## src/rtl/me_pkg.sv

```systemverilog
// Shared definitions for the MEM pipeline stage: bus field offsets, access
// size encodings, FSM states and the misalignment rule.
package me_pkg;

  localparam int ME_XLEN        = 32;
  localparam int ME_MAX_DISCARD = 3;

  // EX->ME bus, low fields; the three XLEN-wide fields sit above EX_RKD_LSB.
  localparam int EX_DEST_LSB = 0;
  localparam int EX_GRWE_BIT = 5;
  localparam int EX_SIGN_BIT = 6;
  localparam int EX_SIZE_LSB = 7;
  localparam int EX_WE_BIT   = 9;
  localparam int EX_EN_BIT   = 10;
  localparam int EX_RKD_LSB  = 11;

  localparam logic [1:0] SIZE_B = 2'd0;
  localparam logic [1:0] SIZE_H = 2'd1;
  localparam logic [1:0] SIZE_W = 2'd2;

  typedef enum logic [1:0] {
    ST_IDLE = 2'd0,
    ST_REQ  = 2'd1,
    ST_WAIT = 2'd2,
    ST_DONE = 2'd3
  } me_state_e;

  function automatic int dcnt_width(input int max_discard);
    return $clog2(max_discard + 1);
  endfunction

  // Any size other than byte/half is handled as a word access.
  function automatic logic is_misaligned(input logic [1:0] size, input logic [1:0] addr_lo);
    logic mis;
    case (size)
      SIZE_B:  mis = 1'b0;
      SIZE_H:  mis = addr_lo[0];
      default: mis = (addr_lo != 2'b00);
    endcase
    return mis;
  endfunction

endpackage

```

## src/rtl/me_lane_align.sv

```systemverilog
// Byte-lane steering for the data bus: load extract/extend and store
// strobe/data replication.
module me_lane_align
  import me_pkg::*;
#(
  parameter int XLEN = ME_XLEN
) (
  input  logic [1:0]        addr_lo_i,
  input  logic [1:0]        size_i,
  input  logic              sign_i,
  input  logic [XLEN-1:0]   rdata_i,
  input  logic [XLEN-1:0]   rkd_i,
  output logic [XLEN-1:0]   load_data_o,
  output logic [XLEN/8-1:0] wstrb_o,
  output logic [XLEN-1:0]   wdata_o
);

  localparam int NB = XLEN / 8;
  localparam logic [NB-1:0] STRB_B = {{(NB-1){1'b0}}, 1'b1};
  localparam logic [NB-1:0] STRB_H = {{(NB-2){1'b0}}, 2'b11};

  logic [XLEN-1:0] byte_shift;
  logic [XLEN-1:0] half_shift;
  logic [7:0]      lane_b;
  logic [15:0]     lane_h;

  always_comb begin
    byte_shift = rdata_i >> {addr_lo_i, 3'b000};
    half_shift = rdata_i >> {addr_lo_i[1], 4'b0000};
    lane_b     = byte_shift[7:0];
    lane_h     = half_shift[15:0];
    case (size_i)
      SIZE_B: begin
        load_data_o = {{(XLEN-8){sign_i & lane_b[7]}}, lane_b};
        wstrb_o     = STRB_B << addr_lo_i;
        wdata_o     = {(XLEN/8){rkd_i[7:0]}};
      end
      SIZE_H: begin
        load_data_o = {{(XLEN-16){sign_i & lane_h[15]}}, lane_h};
        wstrb_o     = STRB_H << addr_lo_i;
        wdata_o     = {(XLEN/16){rkd_i[15:0]}};
      end
      default: begin
        load_data_o = rdata_i;
        wstrb_o     = {NB{1'b1}};
        wdata_o     = rkd_i;
      end
    endcase
  end

endmodule

```

## src/rtl/me_stage_mem_chk.sv

```systemverilog
// Simulation checks for the MEM stage: the discard counter must never be
// asked to grow past its ceiling.
module me_stage_mem_chk (
  input logic clk_i,
  input logic reset_i,
  input logic dc_inc_i,
  input logic dc_dec_i,
  input logic dc_at_max_i
);

  a_discard_overflow: assert property (@(posedge clk_i) disable iff (reset_i)
    !(dc_inc_i && !dc_dec_i && dc_at_max_i));

endmodule

```

## src/rtl/me_stage_mem.sv

```systemverilog
// MEM pipeline stage: issues loads/stores on the req/addr_ok/data_ok bus,
// aligns load data, and drops responses that belong to flushed accesses.
module me_stage_mem
  import me_pkg::*;
#(
  parameter int XLEN        = ME_XLEN,
  parameter int MAX_DISCARD = ME_MAX_DISCARD,
  parameter int EX_BUS_W    = 3*XLEN+11,
  parameter int WB_BUS_W    = 2*XLEN+6
) (
  input  logic                clk,
  input  logic                reset,
  input  logic                flush,
  input  logic                ex_to_me_valid,
  output logic                me_allow_in,
  input  logic [EX_BUS_W-1:0] ex_to_me_bus,
  input  logic                wb_allow_in,
  output logic                me_to_wb_valid,
  output logic [WB_BUS_W-1:0] me_to_wb_bus,
  output logic                me_ale,
  output logic [4:0]          me_dest,
  output logic [XLEN-1:0]     me_fwd_res,
  output logic                me_fwd_stall,
  output logic                data_req,
  output logic                data_wr,
  output logic [1:0]          data_size,
  output logic [XLEN/8-1:0]   data_wstrb,
  output logic [XLEN-1:0]     data_addr,
  output logic [XLEN-1:0]     data_wdata,
  input  logic                data_addr_ok,
  input  logic                data_data_ok,
  input  logic [XLEN-1:0]     data_rdata
);

  localparam int DCNT_W = dcnt_width(MAX_DISCARD);
  localparam logic [DCNT_W-1:0] DCNT_MAX  = DCNT_W'(MAX_DISCARD);
  localparam logic [DCNT_W-1:0] DCNT_ZERO = {DCNT_W{1'b0}};
  localparam logic [DCNT_W-1:0] DCNT_ONE  = DCNT_W'(1);

  logic [XLEN-1:0] in_pc, in_addr, in_rkd;
  logic            in_en, in_we, in_sign, in_gr_we, in_ale;
  logic [1:0]      in_size;
  logic [4:0]      in_dest;

  assign in_pc    = ex_to_me_bus[EX_RKD_LSB+2*XLEN +: XLEN];
  assign in_addr  = ex_to_me_bus[EX_RKD_LSB+XLEN +: XLEN];
  assign in_rkd   = ex_to_me_bus[EX_RKD_LSB +: XLEN];
  assign in_en    = ex_to_me_bus[EX_EN_BIT];
  assign in_we    = ex_to_me_bus[EX_WE_BIT];
  assign in_size  = ex_to_me_bus[EX_SIZE_LSB +: 2];
  assign in_sign  = ex_to_me_bus[EX_SIGN_BIT];
  assign in_gr_we = ex_to_me_bus[EX_GRWE_BIT];
  assign in_dest  = ex_to_me_bus[EX_DEST_LSB +: 5];
  assign in_ale   = in_en && is_misaligned(in_size, in_addr[1:0]);

  me_state_e         state_q, state_d;
  logic              valid_q, valid_d;
  logic [XLEN-1:0]   result_q, result_d;
  logic [DCNT_W-1:0] dcnt_q, dcnt_d;
  logic [XLEN-1:0]   pc_q, addr_q, rkd_q;
  logic              en_q, we_q, sign_q, gr_we_q, ale_q;
  logic [1:0]        size_q;
  logic [4:0]        dest_q;

  logic            resp_live, ready_go, accept, dc_inc, dc_dec;
  logic [XLEN-1:0] load_data, final_result;

  me_lane_align #(.XLEN(XLEN)) u_align (
    .addr_lo_i   (addr_q[1:0]),
    .size_i      (size_q),
    .sign_i      (sign_q),
    .rdata_i     (data_rdata),
    .rkd_i       (rkd_q),
    .load_data_o (load_data),
    .wstrb_o     (data_wstrb),
    .wdata_o     (data_wdata)
  );

  // A response only belongs to the in-stage access once all killed ones have drained.
  assign resp_live    = data_data_ok && (dcnt_q == DCNT_ZERO);
  assign ready_go     = (state_q == ST_DONE) || ((state_q == ST_WAIT) && resp_live);
  assign me_allow_in  = flush || !valid_q || (ready_go && wb_allow_in);
  assign accept       = ex_to_me_valid && me_allow_in && !flush;
  assign final_result = (state_q == ST_WAIT) ? load_data : result_q;

  assign dc_inc = flush && valid_q &&
                  (((state_q == ST_REQ) && data_addr_ok) || ((state_q == ST_WAIT) && !resp_live));
  assign dc_dec = data_data_ok && (dcnt_q != DCNT_ZERO);

  always_comb begin
    state_d  = state_q;
    valid_d  = valid_q;
    result_d = result_q;
    if (flush) begin
      state_d = ST_IDLE;
      valid_d = 1'b0;
    end else if (accept) begin
      valid_d  = 1'b1;
      result_d = in_addr;
      if (!in_en || in_ale) begin
        state_d = ST_DONE;
      end else begin
        state_d = ST_REQ;
      end
    end else if (ready_go && wb_allow_in) begin
      state_d = ST_IDLE;
      valid_d = 1'b0;
    end else begin
      case (state_q)
        ST_REQ: begin
          if (data_addr_ok) begin
            state_d = ST_WAIT;
          end else begin
            state_d = ST_REQ;
          end
        end
        ST_WAIT: begin
          if (resp_live) begin
            state_d  = ST_DONE;
            result_d = load_data;
          end else begin
            state_d = ST_WAIT;
          end
        end
        default: state_d = state_q;
      endcase
    end
  end

  always_comb begin
    dcnt_d = dcnt_q;
    if (dc_inc && !dc_dec) begin
      if (dcnt_q != DCNT_MAX) begin
        dcnt_d = dcnt_q + DCNT_ONE;
      end else begin
        dcnt_d = dcnt_q;
      end
    end else if (dc_dec && !dc_inc) begin
      dcnt_d = dcnt_q - DCNT_ONE;
    end else begin
      dcnt_d = dcnt_q;
    end
  end

  always_ff @(posedge clk) begin
    if (reset) begin
      state_q  <= ST_IDLE;
      valid_q  <= 1'b0;
      result_q <= {XLEN{1'b0}};
      dcnt_q   <= DCNT_ZERO;
    end else begin
      state_q  <= state_d;
      valid_q  <= valid_d;
      result_q <= result_d;
      dcnt_q   <= dcnt_d;
    end
  end

  // Instruction fields; a misaligned access never writes the register file.
  always_ff @(posedge clk) begin
    if (reset) begin
      pc_q    <= {XLEN{1'b0}};
      addr_q  <= {XLEN{1'b0}};
      rkd_q   <= {XLEN{1'b0}};
      en_q    <= 1'b0;
      we_q    <= 1'b0;
      size_q  <= SIZE_B;
      sign_q  <= 1'b0;
      gr_we_q <= 1'b0;
      ale_q   <= 1'b0;
      dest_q  <= 5'd0;
    end else if (accept) begin
      pc_q    <= in_pc;
      addr_q  <= in_addr;
      rkd_q   <= in_rkd;
      en_q    <= in_en;
      we_q    <= in_we;
      size_q  <= in_size;
      sign_q  <= in_sign;
      gr_we_q <= in_gr_we && !in_ale;
      ale_q   <= in_ale;
      dest_q  <= in_dest;
    end
  end

  assign data_req       = valid_q && (state_q == ST_REQ);
  assign data_wr        = we_q;
  assign data_size      = size_q;
  assign data_addr      = addr_q;
  assign me_to_wb_valid = valid_q && ready_go && !flush;
  assign me_to_wb_bus   = {pc_q, gr_we_q, dest_q, final_result};
  assign me_ale         = valid_q && ale_q;
  assign me_dest        = (valid_q && gr_we_q) ? dest_q : 5'd0;
  assign me_fwd_res     = final_result;
  assign me_fwd_stall   = valid_q && en_q && !we_q &&
                          ((state_q == ST_REQ) || (state_q == ST_WAIT)) && !resp_live;

  me_stage_mem_chk u_chk (
    .clk_i       (clk),
    .reset_i     (reset),
    .dc_inc_i    (dc_inc),
    .dc_dec_i    (dc_dec),
    .dc_at_max_i (dcnt_q == DCNT_MAX)
  );

endmodule

```

## config.mk

```make
export PLATFORM = sky130hd
export DESIGN_NAME = me_stage_mem
export DESIGN_NICKNAME = d
export VERILOG_FILES = /design/src/rtl/me_pkg.sv /design/src/rtl/me_lane_align.sv /design/src/rtl/me_stage_mem_chk.sv /design/src/rtl/me_stage_mem.sv
export SDC_FILE = /design/constraint.sdc
export NUM_CORES = 1
export LEC_CHECK = 0
export ABC_AREA = 1
export ABC_CLOCK_PERIOD_IN_PS = 3700
export CORE_MARGIN = 8
export CORE_UTILIZATION = 45
export CTS_CLUSTER_DIAMETER = 30
export DETAILED_ROUTE_END_ITERATION = 8
export PLACE_DENSITY = 0.85
export SETUP_SLACK_MARGIN = 0.5
export SLEW_MARGIN = 15
export SYNTH_ARGS = -nofsm -noshare
export SYNTH_HDL_FRONTEND = slang
export SYNTH_SLANG_ARGS = --single-unit
```

## constraint.sdc

```tcl
create_clock -name clk -period 3.7 [get_ports clk]
set_clock_uncertainty 0.1 [all_clocks]
set_input_delay 0.74 -clock clk [delete_from_list [all_inputs] [get_ports clk]]
set_output_delay 0.74 -clock clk [all_outputs]
set_load 0.01 [all_outputs]
```

* After elaboration in Yosys (flattened, before gate mapping)
Index checks and enable logic that the tools add are counted.
** Operators by class
- Bitwise operators :: 3
- Add/sub/neg operators :: 2
- Reduce and logical (&&, ||, !) cells :: 50
- Multiplexer cells :: 21
- Equal/unequal tests :: 8
- Shift-type cells :: 4
** Operator list (number)
- 2-to-1 mux 32 bit :: 5
- one-hot mux 32 bit (2 select lines) :: 2
- right shift 32 x 5 -> 16 bit :: 1
- right shift 32 x 5 -> 8 bit :: 1
- logical AND 1 bit :: 23
- 2-to-1 mux 2 bit :: 7
- nonzero test 2 bit :: 6
- zero test 1 bit :: 8
- one-hot mux 4 bit (2 select lines) :: 1
- == test 2 x 1 -> 1 bit (second input constant) :: 3
- zero test 2 bit :: 3
- logical OR 1 bit :: 6
- 2-to-1 mux 5 bit :: 1
- == test 2 bit (second input constant) :: 2
- != test 2 bit (second input constant) :: 2
- one-hot mux 2 bit (2 select lines) :: 1
- AND reduction 4 bit :: 1
- nonzero test 4 bit :: 1
- << shifter 1 x 2 -> 4 bit (first input constant) :: 1
- << shifter 2 x 2 -> 4 bit (first input constant) :: 1
- 2-to-1 mux 1 bit :: 3
- adder 2 x 1 -> 2 bit (second input constant) :: 1
- bitwise AND 1 bit :: 2
- != test 2 x 1 -> 1 bit (second input constant) :: 1
- other kinds (5) :: 5
** Storage, ports and cells
- Register bits after elaboration :: 145
- Word-level logic and storage cells :: 102
- Output and inout bits :: 183
- Input port bits :: 146

* Logic depth before layout (Yosys ltp)
Gate-level depths: netlist of the first run.
- Depth in word-level cells :: 10
- Mapped depth :: 14
- Gate-level depth less buffers :: 11

* By module
From an unflattened synthesis of the first run, not the netlist that was laid out.
** Second synthesis, totals
- Cell total of the unflattened synthesis :: 1197
- Area total of the unflattened synthesis :: 7654.8 µm²
** Modules (own cells, without submodules)
- me_stage_mem :: area an instance 6369.9 µm², seq. area each 2902.8 µm², instances 1, cells each 937
- me_lane_align :: area an instance 1285.0 µm², seq. area each 0.0 µm², instances 1, cells each 260

* Worst setup path before layout of the first run
Ideal clock, no wire load.
- Path kind :: input to output
- From :: input port data_rdata[23]
- To :: output port me_to_wb_bus[15]
- Path slack :: 1.151 ns
- Data required time :: 2.860 ns
- Stages on the path :: 8
- Arrival time :: 1.709 ns
- Cells stage by stage :: inv_1 nand2_1 nand3_1 nand2_1 nand3_1 buf_2 a31oi_1 buf_4
** Between the ends
- Longest elaborated chain between the ends :: 4
** RTL lines
- start, declared :: line me_stage_mem.sv:32 : input logic [XLEN-1:0] data_rdata
- right shift 32 x 5 -> 8 bit :: line me_lane_align.sv:28 : byte_shift = rdata_i >> {addr_lo_i, 3'b000};
- bitwise AND 1 bit :: line me_lane_align.sv:34 : load_data_o = {{(XLEN-8){sign_i & lane_b[7]}}, lane_b};
- one-hot mux 32 bit (2 select lines) :: line me_lane_align.sv:32 : case (size_i)
- 2-to-1 mux 32 bit :: line me_stage_mem.sv:84 : assign final_result = (state_q == ST_WAIT) ? load_data : result_q;
- end, declared :: line me_stage_mem.sv:19 : output logic [WB_BUS_W-1:0] me_to_wb_bus,
Every way passes these cells.

* Worst setup path after layout of the first run
- From :: register size_q[1] (netlist: data_size[1])
- To :: output port me_fwd_res[1]
** Between the ends
- Longest elaborated chain between the ends :: 3
** RTL lines
- start, declared :: line me_stage_mem.sv:62 : logic [1:0] size_q;
- start signal, assigned :: line me_stage_mem.sv:178 : size_q <= in_size;
- == test 2 x 1 -> 1 bit or zero test 2 bit (tied branches) :: line me_lane_align.sv:32
- one-hot mux 32 bit (2 select lines) * :: line me_lane_align.sv:32
- 2-to-1 mux 32 bit * :: line me_stage_mem.sv:84
- end, declared :: line me_stage_mem.sv:22 : output logic [XLEN-1:0] me_fwd_res,
Mark *: on every way between the ends. The rest lies on a longest branch, timed or not.

==> run_results.csv, run 1 <==
group,metric,value,unit
run_status,status,"complete, no violations",
setup_path,startpoint_class,"flop",
clock_network,cts_buffers,17,
power_and_ir_drop,power.density,406,mW/mm2
setup_path,arrival_time_worst_endpoint,2350,ps
routing,length_of_the_first_detailed_routing_pass_in_iterations,6,
timing,fin_crit_sh,86.3,%
grt,initial_antenna_violation_count,3,
routing,avgViaCountPerCell,5.20,
setup_path,reg2reg_slack,1360,ps
routing,initialDrtViolationCount,831,
routing,postRouteAntennaNets,0,
grt,first_global_vias,7988,
synth,yosys_most_used_dff,"sky130_fd_sc_hd__dfxtp_1",
grt,grt.total_usage,27.8,%
clock_network,cts_tree,"yes",
synth,netlist_top_cells_count,"sky130_fd_sc_hd__nand2_1, sky130_fd_sc_hd__nor2_1, sky130_fd_sc_hd__dfxtp_1",
setup_path,r2r_end,"dest_q[2]",
timing,timing.final.setup_violations,0,
placed_design,gpl.final_weighted_congestion,0.954,
worst_hold_path,hold-path-endpoint,"rkd_q[26]",
grt,grt_first_pass_wirelength,44.7,mm
placed_design,numPortBuffers,328,
synth,synthesized_net_count,1271,
synth,synth.most_common_cell,"sky130_fd_sc_hd__nand2_1",
synth,ys_seq_area_share,39.4,%
synth,synth_area_leaders,"sky130_fd_sc_hd__dfxtp_1, sky130_fd_sc_hd__nand2_1, sky130_fd_sc_hd__nor2_1",
placed_design,dpl_worst_slack,61.5,ps
synth,yosysUniqueCellTypes,28,
die,start_util,46.2,%
final_layout,num-fill-cells,1380,
die,dieHeight,144,um
clock_network,cts_htree_levels,4,
synth,area_of_the_mapped_netlist,0.00736,mm2
synth,post-synth-top-area-cell,"sky130_fd_sc_hd__dfxtp_1",
routing,detail_route.wirelength,29.5,mm
power_and_ir_drop,p_leak,4.93,nW
grt,grt_overflow_total,0,
timing,max_clock_freq,313,MHz
clock_network,cts_root_buffer,"sky130_fd_sc_hd__clkbuf_16",
routing,routed_wire_length_per_instance,18.3,um
run,max_cap_viol_count,0,
die,die_width,144,um
timing,timing.final.crit_period,3190,ps
die,core_region_area,0.0159,mm2
clock_network,clock-sinks,145,
worst_hold_path,hold-path-cell-count,2,
setup_path,worstRegToRegCells,10,
routing,post-route-drc-count,0,
grt,grt_start_max_net_pins,106,
die,die_ar,0.0207,mm2
timing,max_slew.worst_pin.slew,543,ps
placed_design,post-dp-hpwl,22.3,mm
setup_path,path_max_fanout,14,
synth,synth_edf_count,0,
timing,final_hold_violation_count,0,
die,number_of_cell_rows,46,
synth,synth.yosys.warnings,0,
timing,timing_max_transition_violations_final,0,
synth,synthDominantCellAreaShare,39.4,%
final_layout,insertedDiodeCount,0,
routing,total_via_count_after_detailed_routing,8380,
clock_network,cts.clk_slew.worst_paths,60,ps
setup_path,crit_end_element,"output pin",
final_layout,num-nets-final,1532,
final_layout,area_used_by_multi_input_combinational_logic,0.00353,mm2
timing,layout_setup_ws,507,ps
timing,rsz0062_at_grt,"true",
synth,number_of_instances_in_the_synthesized_netlist,1122,
timing,worst_slew_margin,63.7,%
final_layout,post_route_cells_drive_above_1_share,6.52,%
final_layout,regArea,0.00291,mm2
synth,synth_seq_cells,145,
setup_path,worst-endpoint-required,2860,ps
setup_path,regToRegStartpoint,"state_q[0]",
power_and_ir_drop,vdd_ir_drop_max,0.000305,V
clock_network,clock_insertion_delay_worst_skew,410,ps
timing,totalNegativeSetupSlack,0,ps
die,io_pins,329,
final_layout,areaGrowthSynthToFinish,51.6,%
worst_hold_path,worstHoldStart,"rkd_q[26]",
setup_path,worstSetupPathType,"reg2out",
clock_network,cts-root-to-sink-buffers,2,
synth,synth_async_sr_flop_share,0,%
synth,syn_area_per_cell,6.56,um2
worst_hold_path,hold_class,"reg2reg",
[worst max-delay path, cell delays in order (launching register included)]
cell and delay (ps):
sky130_fd_sc_hd__dfxtp_4 420, sky130_fd_sc_hd__inv_1 110, sky130_fd_sc_hd__buf_6 180, sky130_fd_sc_hd__o21ai_0 80
sky130_fd_sc_hd__buf_4 210, sky130_fd_sc_hd__nand2_1 70, sky130_fd_sc_hd__nand4_1 120, sky130_fd_sc_hd__nand2_1 60
sky130_fd_sc_hd__nand2_1 120, sky130_fd_sc_hd__clkdlybuf4s50_1 570
[worst max-delay path by stage]
| stage | to | depth (start not counted) | from |
|---|---|---|---|
| 6_report | me_fwd_res[1] | 9 | data_size[1] |
| 5_1_grt | me_fwd_res[1] | 8 | data_rdata[9] |
| 3_3_place_gp | me_fwd_res[13] | 9 | data_rdata[23] |
| 2_1_floorplan | me_to_wb_bus[15] | 8 | data_rdata[23] |
| 3_5_place_dp | me_to_wb_bus[13] | 9 | data_rdata[23] |
| 4_1_cts | me_fwd_res[1] | 9 | data_size[1] |
[cell usage in the layout (no fill, tap or decap), drive strengths merged, types with 2 or more instances in the layout]
cell           Yosys  routed
nand4              3       3
nand2            276     276
bufinv             0       2
ha                 3       3
a21oi             85      85
inv               78      83
clkbuf            30      19
dlymetal6s2s       0       4
buf               86      29
clkdlybuf4s15      0      12
clkinvlp           0       2
a22oi              3       3
clkdlybuf4s50      0     265
or2                2       2
dfxtp            145     145
o221ai             8       8
clkinv             1       5
nor3               2       2
a31oi             11      11
nor2             181     181
nand3             71      71
o21ai            134     134
dlygate4sd2        0      47
[timing repair]
item / in CTS / in global routing
gates cloned: 1 / 0
buffers inserted: 4 / 2
hold buffers: 0 / 0
resized for setup: 95 / 9
endpoints found under the setup margin: 80 / 45
pin swaps: 2 / 0
[sequential cells by signal, indices dropped and copies added (netlist names)]
name,cells
data_addr,32
pc_q,32
result_q,32
rkd_q,32
dest_q,5
data_size,2
dcnt_q,2
state_q,2
ale_q,1
data_wr,1
en_q,1
gr_we_q,1
sign_q,1
valid_q,1
[final cells by class]
type	count	share of cell area [%]
sequential	145	26.1
inverter	79	2.69
timing repair buffer	358	31.9
tap	216	2.42
clock buffer	19	3.88
multi-input combinational	782	31.7
clock inverter	13	1.35
[layer usage]
| layer | wire, um | track usage, % |
|---|---|---|
| met2 | 13900 | 45.1 |
| met1 | 11500 | 33.6 |
| met4 | 906 | 10.2 |
| met3 | 3090 | 9.19 |
| met5 | 27 | 0 |
[logic make-up after synthesis]
logic type               Yosys count  synth area share (%)
AND/OR/NAND/NOR                  536                  29.2
adder cells (fa/ha/maj)            3                 0.510
AO/OA/AOI/OAI                    243                  17.3
flip-flops                       145                  39.4
buffers and inverters            195                  13.6
[power by group]
| group | switching (mW) | total (mW) | leakage (nW) | internal [mW] |
|---|---|---|---|---|
| clock network | 0.698 | 1.71 | 0.285 | 1.01 |
| logic | 0.572 | 1.10 | 3.46 | 0.530 |
| registers | 0.0586 | 1.72 | 1.19 | 1.66 |
[stage by stage]
| step | instance area [um2] | hold slack, ps | instances | util [%] | power [mW] |
|---|---|---|---|---|---|
| 5_1_grt | 11200 | 374 | 1612 | 70.0 | 4.73 |
| 3_5_place_dp | 10500 | 348 | 1573 | 65.6 | 2.86 |
| 4_1_cts | 11100 | 357 | 1610 | 69.7 | 4.55 |
| 6_report | 11200 | 355 | 1612 | 70.0 | 4.53 |
| 3_3_place_gp | 10500 | 341 | 1573 | 65.6 | 2.85 |
| 2_1_floorplan | 7360 | 330 | 1122 | - | 2.30 |
Note: power is estimated with default switching activity, not from simulation.
==> inputs of run 2 (changes only) <==
--- a/config.mk
+++ b/config.mk
@@ -9,6 +9,7 @@
 export ABC_CLOCK_PERIOD_IN_PS = 3700
 export CORE_MARGIN = 8
 export CORE_UTILIZATION = 45
+export CTS_BUF_LIST = sky130_fd_sc_hd__clkbuf_8 sky130_fd_sc_hd__clkbuf_16
 export CTS_CLUSTER_DIAMETER = 30
 export DETAILED_ROUTE_END_ITERATION = 8
 export PLACE_DENSITY = 0.85
==> run_results.csv, run 2 (same netlist as run 1, synthesis figures left out) <==
group,metric,value,unit
setup_path,crit_path_buffers_inverters,4,
setup_path,critical_path_cell_by_cell,"inv_1, buf_6, o21ai_0, buf_4, nand2_1, nand4_1, nand2_1, nand2_1, clkdlybuf4s50_1",
timing,timing_max_transition_violations_final,0,
power_and_ir_drop,clockPowerShare,37.6,%
worst_hold_path,hold_class,"reg2reg",
die,number_of_cell_rows,46,
clock_network,cts-root-to-sink-buffers,2,
final_layout,post_route_cells_drive_above_1_share,6.52,%
timing,timing.final.crit_period,3200,ps
run_status,status,"complete, no violations",
setup_path,crit_top_cell,"sky130_fd_sc_hd__nand2_1",
final_layout,layout_common_cells,"sky130_fd_sc_hd__nand2_1, sky130_fd_sc_hd__clkdlybuf4s50_1, sky130_fd_sc_hd__nor2_1",
routing,routed_wire_length_per_instance,18.3,um
clock_network,cts_buffers,17,
setup_path,r2r_end,"result_q[11]",
setup_path,crit_path_top_delay_cell,"sky130_fd_sc_hd__clkdlybuf4s50_1",
setup_path,worst-endpoint-required,2860,ps
setup_path,critPathCapture,"me_fwd_res[1]",
setup_path,crit_end_element,"output pin",
setup_path,startpoint_class,"flop",
clock_network,cts_htree_levels,4,
timing,max_clock_freq,313,MHz
setup_path,worstRegToRegCells,11,
die,dieHeight,144,um
final_layout,num-fill-cells,1380,
die,core_region_area,0.0159,mm2
grt,grt_first_pass_wirelength,44.7,mm
setup_path,worstSetupPathType,"reg2out",
clock_network,clock_insertion_delay_worst_skew,410,ps
placed_design,gpl.final_weighted_congestion,0.954,
routing,length_of_the_first_detailed_routing_pass_in_iterations,6,
placed_design,detailed_place.area,0.0105,mm2
final_layout,insertedDiodeCount,0,
setup_path,arrival_time_worst_endpoint,2360,ps
die,die_width,144,um
clock_network,cts_tree,"yes",
power_and_ir_drop,seq_power_share,38.1,%
grt,initial_antenna_violation_count,3,
power_and_ir_drop,p_leak,4.94,nW
routing,total_via_count_after_detailed_routing,8433,
timing,final_hold_violation_count,0,
final_layout,num-nets-final,1532,
power_and_ir_drop,power.density,405,mW/mm2
grt,first_global_vias,7985,
routing,post-route-drc-count,0,
final_layout,area_used_by_multi_input_combinational_logic,0.00353,mm2
final_layout,most_common_cell_after_layout_fill_and_taps_aside,"sky130_fd_sc_hd__nand2_1",
grt,grt.total_usage,27.8,%
power_and_ir_drop,comb_power_share,24.4,%
timing,timing.final.setup_violations,0,
grt,grt_overflow_total,0,
routing,initialDrtViolationCount,891,
clock_network,cts.clk_slew.worst_paths,60,ps
setup_path,path_max_fanout,14,
power_and_ir_drop,internal-power,3.19,mW
timing,totalNegativeSetupSlack,0,ps
run,max_cap_viol_count,0,
final_layout,regArea,0.00291,mm2
timing,worst_slew_margin,63.5,%
placed_design,numPortBuffers,328,
routing,avgViaCountPerCell,5.23,
routing,detail_route.wirelength,29.5,mm
setup_path,worstSetupStartpoint,"data_size[1]",
worst_hold_path,hold-path-cell-count,2,
setup_path,reg2reg_slack,1360,ps
die,start_util,46.2,%
placed_design,post-dp-hpwl,22.3,mm
die,die_ar,0.0207,mm2
final_layout,cell_area_after_layout,0.0112,mm2
power_and_ir_drop,netSwitchingPower,1.33,mW
final_layout,areaGrowthSynthToFinish,51.6,%
power_and_ir_drop,sw_frac_of_total,29.4,%
timing,max_slew.worst_pin.slew,546,ps
setup_path,cp_top_family,"buffers and inverters",
grt,grt_start_max_net_pins,106,
die,io_pins,329,
clock_network,cts_root_buffer,"sky130_fd_sc_hd__clkbuf_16",
setup_path,worstSetupPathDepth,9,
setup_path,critical_path_s_largest_stage_delay,570,ps
power_and_ir_drop,vdd_ir_drop_max,0.000304,V
routing,postRouteAntennaNets,0,
setup_path,regToRegStartpoint,"state_q[0]",
timing,rsz0062_at_grt,"true",
clock_network,clock-sinks,145,
timing,fin_crit_sh,86.5,%
==> run 2: repair_timing <==
action / 4_1_cts / 5_1_grt
resized for setup: 95 / 9
cloned: 1 / 0
hold buffers: 0 / 0
setup endpoints to repair: 80 / 45
buffers inserted: 4 / 2
pin swaps: 2 / 0
==> run 2: through the flow <==
stage | util [%] | instances | power [mW] | setup slack, ps | hold slack, ps
after floorplan | - | 1122 | 2.30 | 1150 | 330
after global placement | 65.6 | 1573 | 2.85 | 117 | 341
after detailed placement | 65.6 | 1573 | 2.86 | 61.5 | 348
after CTS | 69.7 | 1610 | 4.54 | 459 | 357
after global routing | 70.0 | 1612 | 4.73 | 397 | 374
final | 70.0 | 1612 | 4.52 | 501 | 355
==> run 2: tightest hold or removal path: stages, from the launching register on <==
cell and delay, ps:
sky130_fd_sc_hd__dfxtp_1 300, sky130_fd_sc_hd__inv_1 60, sky130_fd_sc_hd__a21oi_1 50
==> run 2: worst min path at each step <==
stage           endpoint  startpoint  slack (ps)
3_5_place_dp   rkd_q[29]   rkd_q[29]         350
3_3_place_gp   rkd_q[30]   rkd_q[30]         340
5_1_grt        rkd_q[28]   rkd_q[28]         370
2_1_floorplan  rkd_q[24]   rkd_q[24]         330
6_report       rkd_q[26]   rkd_q[26]         350
4_1_cts        rkd_q[29]   rkd_q[29]         360
==> run 2: final cells by class <==
class	count	area share, %
inverter	79	2.69
timing repair buffer	358	31.9
clock buffer	17	3.81
clock inverter	15	1.41
multi-input combinational	782	31.7
sequential	145	26.1
tap	216	2.42
==> run 2: power groups by stage <==
stage,combinational (mW),sequential (mW),clock (mW)
2_1_floorplan,0.542,1.76,0
3_3_place_gp,1.10,1.75,0
3_5_place_dp,1.11,1.75,0
4_1_cts,1.10,1.72,1.73
5_1_grt,1.20,1.73,1.80
6_report,1.10,1.72,1.70
==> run 2: layer usage <==
metal  wire (um)  track usage (%)  part of all wire, %
met2       14000             45.1                   47
met5          27                0                0.092
met3        3080             9.19                   10
met4         928             10.2                  3.2
met1       11400             33.6                   39
